--- config.mk ---
export PLATFORM = sky130hd
export DESIGN_NAME = qsm_dim_sequencer
export DESIGN_NICKNAME = d
export VERILOG_FILES = /design/src/rtl/qsm_dim_sequencer.sv
export SDC_FILE = /design/constraint.sdc
export NUM_CORES = 1
export LEC_CHECK = 0
export CAP_MARGIN = 0
export CORE_UTILIZATION = 55
export DETAILED_ROUTE_END_ITERATION = 6
export HOLD_SLACK_MARGIN = 0.08
export PLACE_DENSITY = 0.84
export SYNTH_ARGS = -nofsm -noshare
export SYNTH_HDL_FRONTEND = slang
export SYNTH_SLANG_ARGS = --single-unit
export TNS_END_PERCENT = 100
--- constraint.sdc ---
create_clock -name clk_i -period 4.4 [get_ports clk_i]
set_input_delay 0.88 -clock clk_i [delete_from_list [all_inputs] [get_ports clk_i]]
set_output_delay 0.88 -clock clk_i [all_outputs]
set_load 0.03 [all_outputs]
--- src/rtl/qsm_dim_sequencer.sv ---
// QSPI sequencer for one DIM daisy-chain line: line RESET and register readout into RAM.
// Optional irq_o pulse on readout completion when QSM_SEQ_IRQ_EN is defined.
module qsm_dim_sequencer #(
  parameter int CLK_PER_US = 40,
  parameter int SCK_DIV    = 20,
  parameter int RESET_US   = 1000
) (
  input  logic        clk_i,
  input  logic        rst_n_i,
  input  logic        ctrl_reset_i,
  input  logic        ctrl_trig_i,
  input  logic [3:0]  ctrl_last_reg_adr_i,
  input  logic [3:0]  ctrl_max_dim_no_i,
  input  logic [9:0]  ctrl_read_delay_i,
  output logic        stat_busy_o,
  output logic        stat_done_o,
  output logic        stat_err_many_o,
  output logic        stat_err_fb_o,
  output logic [3:0]  stat_dim_count_o,
  output logic        qspi_sck_o,
  input  logic        qspi_data_i,
  input  logic        qspi_fb_i,
  output logic        mem_we_o,
  output logic [7:0]  mem_addr_o,
  output logic [15:0] mem_data_o
`ifdef QSM_SEQ_IRQ_EN
  ,
  output logic        irq_o
`endif
);

  localparam int UW = (CLK_PER_US > 1) ? $clog2(CLK_PER_US) : 1;
  localparam int DW = (SCK_DIV > 1) ? $clog2(SCK_DIV) : 1;
  localparam logic [UW-1:0] US_LAST  = UW'(CLK_PER_US - 1);
  localparam logic [DW-1:0] DIV_LAST = DW'(SCK_DIV - 1);
  localparam logic [15:0]   RST_LAST = 16'(RESET_US - 1);

  typedef enum logic [2:0] {
    IDLE     = 3'd0,
    RST_HOLD = 3'd1,
    SHIFT    = 3'd2,
    WORD_END = 3'd3,
    DELAY    = 3'd4
  } state_t;

  state_t        state;
  logic          data_s1, data_s2, fb_s1, fb_s2;
  logic [UW-1:0] us_cnt;
  logic [15:0]   tick_cnt;
  logic [DW-1:0] div_cnt;
  logic [4:0]    bit_cnt;
  logic [15:0]   shreg;
  logic [3:0]    reg_idx, dev_idx;
  logic [3:0]    last_reg, max_dim;
  logic [9:0]    read_delay;
  logic          us_tick;
  logic [4:0]    count;

  assign us_tick = (us_cnt == US_LAST);
  assign count   = {1'b0, dev_idx} + 5'd1;

  always_ff @(posedge clk_i or negedge rst_n_i) begin
    if (!rst_n_i) begin
      data_s1 <= 1'b0;
      data_s2 <= 1'b0;
      fb_s1   <= 1'b0;
      fb_s2   <= 1'b0;
    end else begin
      data_s1 <= qspi_data_i;
      data_s2 <= data_s1;
      fb_s1   <= qspi_fb_i;
      fb_s2   <= fb_s1;
    end
  end

  always_ff @(posedge clk_i or negedge rst_n_i) begin
    if (!rst_n_i) begin
      state            <= IDLE;
      us_cnt           <= '0;
      tick_cnt         <= 16'd0;
      div_cnt          <= '0;
      bit_cnt          <= 5'd0;
      shreg            <= 16'd0;
      reg_idx          <= 4'd0;
      dev_idx          <= 4'd0;
      last_reg         <= 4'd0;
      max_dim          <= 4'd0;
      read_delay       <= 10'd0;
      stat_busy_o      <= 1'b0;
      stat_done_o      <= 1'b0;
      stat_err_many_o  <= 1'b0;
      stat_err_fb_o    <= 1'b0;
      stat_dim_count_o <= 4'd0;
      qspi_sck_o       <= 1'b1;
      mem_we_o         <= 1'b0;
      mem_addr_o       <= 8'd0;
      mem_data_o       <= 16'd0;
    end else begin
      us_cnt   <= us_tick ? '0 : us_cnt + 1'b1;
      mem_we_o <= 1'b0;
      case (state)
        IDLE: begin
          if (ctrl_reset_i) begin
            state       <= RST_HOLD;
            qspi_sck_o  <= 1'b0;
            stat_busy_o <= 1'b1;
            us_cnt      <= '0;
            tick_cnt    <= 16'd0;
          end else if (ctrl_trig_i) begin
            last_reg        <= ctrl_last_reg_adr_i;
            max_dim         <= ctrl_max_dim_no_i;
            read_delay      <= ctrl_read_delay_i;
            stat_done_o     <= 1'b0;
            stat_err_many_o <= 1'b0;
            stat_err_fb_o   <= 1'b0;
            stat_busy_o     <= 1'b1;
            reg_idx         <= 4'd0;
            dev_idx         <= 4'd0;
            div_cnt         <= DIV_LAST;
            bit_cnt         <= 5'h1F;
            state           <= SHIFT;
          end else begin
            state <= IDLE;
          end
        end
        RST_HOLD: begin
          if (us_tick) begin
            if (tick_cnt == RST_LAST) begin
              qspi_sck_o  <= 1'b1;
              stat_busy_o <= 1'b0;
              state       <= IDLE;
            end else begin
              tick_cnt <= tick_cnt + 16'd1;
            end
          end
        end
        // Entry preloads the end of a high phase with bit_cnt=-1 so the first cycle drops sck.
        SHIFT: begin
          if (max_dim == 4'd0) begin
            stat_err_many_o <= 1'b1;
            stat_done_o     <= 1'b1;
            stat_busy_o     <= 1'b0;
            state           <= IDLE;
          end else if (div_cnt != DIV_LAST) begin
            div_cnt <= div_cnt + 1'b1;
          end else begin
            div_cnt <= '0;
            if (!qspi_sck_o) begin
              qspi_sck_o <= 1'b1;
              shreg      <= {shreg[14:0], data_s2};
            end else if (bit_cnt == 5'd15) begin
              mem_we_o   <= 1'b1;
              mem_addr_o <= {reg_idx, dev_idx};
              mem_data_o <= shreg;
              state      <= WORD_END;
            end else begin
              qspi_sck_o <= 1'b0;
              bit_cnt    <= bit_cnt + 5'd1;
            end
          end
        end
        WORD_END: begin
          if (fb_s2) begin
            if (reg_idx == 4'd0) begin
              stat_dim_count_o <= count[3:0];
            end else if (count[3:0] != stat_dim_count_o) begin
              stat_err_fb_o <= 1'b1;
            end else begin
              stat_err_fb_o <= stat_err_fb_o;
            end
            if (reg_idx == last_reg) begin
              stat_done_o <= 1'b1;
              stat_busy_o <= 1'b0;
              state       <= IDLE;
            end else begin
              reg_idx  <= reg_idx + 4'd1;
              dev_idx  <= 4'd0;
              us_cnt   <= '0;
              tick_cnt <= 16'd0;
              state    <= DELAY;
            end
          end else if (count == {1'b0, max_dim}) begin
            stat_err_many_o <= 1'b1;
            stat_done_o     <= 1'b1;
            stat_busy_o     <= 1'b0;
            state           <= IDLE;
          end else begin
            dev_idx <= dev_idx + 4'd1;
            div_cnt <= DIV_LAST;
            bit_cnt <= 5'h1F;
            state   <= SHIFT;
          end
        end
        DELAY: begin
          if (read_delay == 10'd0 ||
              (us_tick && tick_cnt == (16'(read_delay) - 16'd1))) begin
            div_cnt <= DIV_LAST;
            bit_cnt <= 5'h1F;
            state   <= SHIFT;
          end else if (us_tick) begin
            tick_cnt <= tick_cnt + 16'd1;
          end else begin
            tick_cnt <= tick_cnt;
          end
        end
        default: state <= IDLE;
      endcase
    end
  end

`ifdef QSM_SEQ_IRQ_EN
  logic done_q;

  // Edge detect on done; pulses one cycle after done rises.
  always_ff @(posedge clk_i or negedge rst_n_i) begin
    if (!rst_n_i) begin
      done_q <= 1'b0;
      irq_o  <= 1'b0;
    end else begin
      done_q <= stat_done_o;
      irq_o  <= stat_done_o & ~done_q;
    end
  end
`endif

endmodule
==> impl_metrics.csv <==
group,metric,value,unit
outcome,status,"finished clean",
power_and_ir_drop,total_power,4.330,mW
timing,fin_worst_skew,10.31,ps
timing,hold_viol,0,
clock_tree,clkTransAtPathRegs,60,ps
timing,drv_slew,0,
placed_design,dpl_cell_area,6455,um^2
setup_path,endpoint_kind,"register",
drt,vias,4509,
floorplanning,chipHeight,104.7,um
finish,drive_gt1_share,16.09,%
floorplanning,fp.dieW,104.7,um
synth,synth_cell_types,65,
floorplanning,rows,37,
global_routing,grt_pass1_vias,4511,
finish,reg_top3,"mem_data_o x16, shreg x16, tick_cnt x16",
floorplanning,io_pins,58,
timing,maxSlewHeadroom,21.57,%
global_routing,gr-total-overflow,0,
synth,synth.ff_latch_count,115,
clock_tree,postCtsResizedCells,0,
setup_path,r2r_setup_slack,1510,ps
finish,stdcell_area,7036,um^2
power_and_ir_drop,vdd_drop_max,430.5,uV
floorplanning,core,10280,um^2
placed_design,dp_hpwl,8476,um
min_path,hold_depth,0,
clock_tree,cts_setup_buffers,0,
setup_path,reg2regPathDepth,11,
synth,synth_edf_count,0,
drt,antenna_left,0,
global_routing,grt_antenna_before_repair,0,
synth,yosysSeqAreaShare,49.64,%
global_routing,grt_first_pass_wirelength,21520,um
setup_path,timing.rr.start,"read_delay[0]",
floorplanning,initial_utilization,56.43,%
finish,ff_latch_area,2879,um^2
finish,multiInputGateArea,2744,um^2
finish,nFillCells,745,
synth,ys_async_sr_fraction,100.0,%
timing,fmax,0.3461,GHz
setup_path,critPathLaunchType,"register",
clock_tree,cts.sinks,115,
synth,synth_flop_cell,"dfrtp_1",
timing,holdWs,353.4,ps
setup_path,required,4790,ps
global_routing,grt_max_degree,87,
synth,ys_top_cells_by_area,"dfrtp_1 49%, mux2_2 8.3%, nand2_1 5.0%, xnor2_1 3.2%, nor2_1 2.9%",
drt,drtIter0Drc,303,
timing,finalSetupViolations,0,
timing,finalSetupTns,0,ps
min_path,hp-class,"register to register",
global_routing,grt.total_usage,24.85,%
min_path,hold-path-endpoint,"data_s2",
clock_tree,htreeDepth,4,
drt,drc,0,
setup_path,critPathSlowestCell,"dfrtp_1",
clock_tree,clockRootBuffer,"clkbuf_8",
finish,antenna_cells,0,
timing,rsz0062_at_grt,"no",
synth,yosysWarningCount,0,
drt,first_pass_iters,5,
timing,tightest_slew,1172,ps
job,maxCapViolCount,0,
power_and_ir_drop,leakage,3.187,nW
setup_path,worstSetupPathType,"register to register",
clock_tree,holdBufCountCts,0,
placed_design,io_buffers,57,
setup_path,cp.arrival,3280,ps
min_path,hold_start,"data_s1",
setup_path,path_max_fanout,10,
timing,layout_min_cycle_time,2889,ps
timing,fin_crit_sh,65.66,%
clock_tree,worstSkewPairLatency,520,ps
placed_design,globalplace.congestion,0.9186,
synth,netlist_area,5799,um^2
drt,totalWireLength,12560,um
drt,viasPerCell,5.856,
setup_path,reg2reg_to,"bit_cnt[4]",
finish,area.growth.synth_to_final,21.32,%
synth,yosysTopAreaCell,"dfrtp_1",
synth,synth_top_area_share,49.19,%
power_and_ir_drop,p_per_area,615.4,nW/um^2
synth,avgSynthCellArea,10.23,um^2
floorplanning,die_area,10960,um^2
synth,netlist_instances,567,
setup_path,crit_chain,"inv_1 -> ha_1 -> nand2_1 -> or3_1 -> a211oi_1 -> o22ai_2 -> o211ai_1 -> nand2_2 -> inv_2 -> and3_1 -> a22oi_1",
setup_path,max_stage_delay,440,ps
clock_tree,cts_buffers,17,
finish,layout.nets,655,
synth,synthesis.nets,601,
clock_tree,clockBufferDepth,2,
clock_tree,cts_tree,"built",
drt,wl_per_cell,16.31,um
## through the flow
step | std cells | worst slack (ps) | utilization [%]
CTS | 770 | 1499 | 68.46
finish | 770 | 1511 | 68.46
global route | 770 | 1243 | 68.46
floorplan | 567 | 1795 | -
global placement | 738 | 1447 | 62.81
detailed placement | 738 | 1368 | 62.81
## how the worst max path moves through the flow
stage,startpoint,to,cells past startpoint
2_1_floorplan,read_delay[0],tick_cnt[0],12
3_3_place_gp,ctrl_reset_i,tick_cnt[12],7
3_5_place_dp,ctrl_reset_i,tick_cnt[12],7
4_1_cts,read_delay[0],bit_cnt[4],11
5_1_grt,read_delay[0],bit_cnt[0],11
6_report,read_delay[0],bit_cnt[4],11
## placed cells by master (no fill, tap or decap), drive strengths merged, types with 5 or more instances in the layout
master	count
and2	6
ha	10
nor2	46
inv	20
xnor2	21
nand3	25
clkinv	5
nand2	78
o21ai	21
clkdlybuf4s50	56
nor4	8
clkbuf	18
mux2	45
nor2b	8
a211oi	8
dfrtp	114
or2	7
or3	9
nand4	8
xor2	18
nor3	8
buf	5
a21oi	18
nand2b	5
## critical path, delay by kind of cell, from the launching register on
family | cells | cell delay [ps]
compound gates | 4 | 840
simple gates | 4 | 830
flops | 1 | 440
fa+ha+maj | 1 | 360
buf+inv | 2 | 280
## Yosys cell counts, types with 5 or more instances
cell and n:
nor2b_1 8, dfrtp_1 114, nand2b_1 5, xor2_1 18, inv_1 16, nor3_1 8, and2_1 5, o21ai_0 20
ha_1 10, nand2_1 77, nor2_1 45, clkbuf_1 18, mux2_2 43, nand3_1 25, or2_2 6, nor4_1 5
buf_2 6, or3_1 9, xnor2_1 21, nand4_1 8, a211oi_1 8, a21oi_1 18
## layer usage
metal | global-route usage, % | share of wire (%)
met1 | 29.22 | 41
met2 | 42.19 | 51
met3 | 8.422 | 5.8
met4 | 9.155 | 1.8
met5 | 0 | 0
## kinds of logic (layout without fill, tap and decap cells)
| group | count (synthesis) | count (layout) | synth area share [%] |
|---|---|---|---|
| compound gates | 84 | 84 | 10.18 |
| buf+inv | 43 | 110 | 3.042 |
| xor+xnor | 39 | 39 | 5.890 |
| mux | 49 | 49 | 9.558 |
| fa+ha+maj | 10 | 10 | 2.157 |
| flops | 115 | 115 | 49.64 |
| simple gates | 227 | 227 | 19.53 |
## report_power, final
part / switching, mW / total [mW] / internal (mW) / leakage [nW]
clock network: 0.514 / 1.34 / 0.825 / 0.274
registers: 0.295 / 1.57 / 1.27 / 1.51
logic: 0.840 / 1.42 / 0.585 / 1.41
total: 1.65 / 4.33 / 2.68 / 3.19
## final cells by class
cell class / instances / area share, %
flip-flops and latches: 115 / 40.92
clock buffers: 18 / 6.082
multi-input cells: 409 / 39.00
clock inverters: 14 / 2.170
inverters: 17 / 0.9070
well taps: 136 / 2.419
repair buffers: 61 / 8.501
Note: power is estimated with default switching activity, not from simulation.
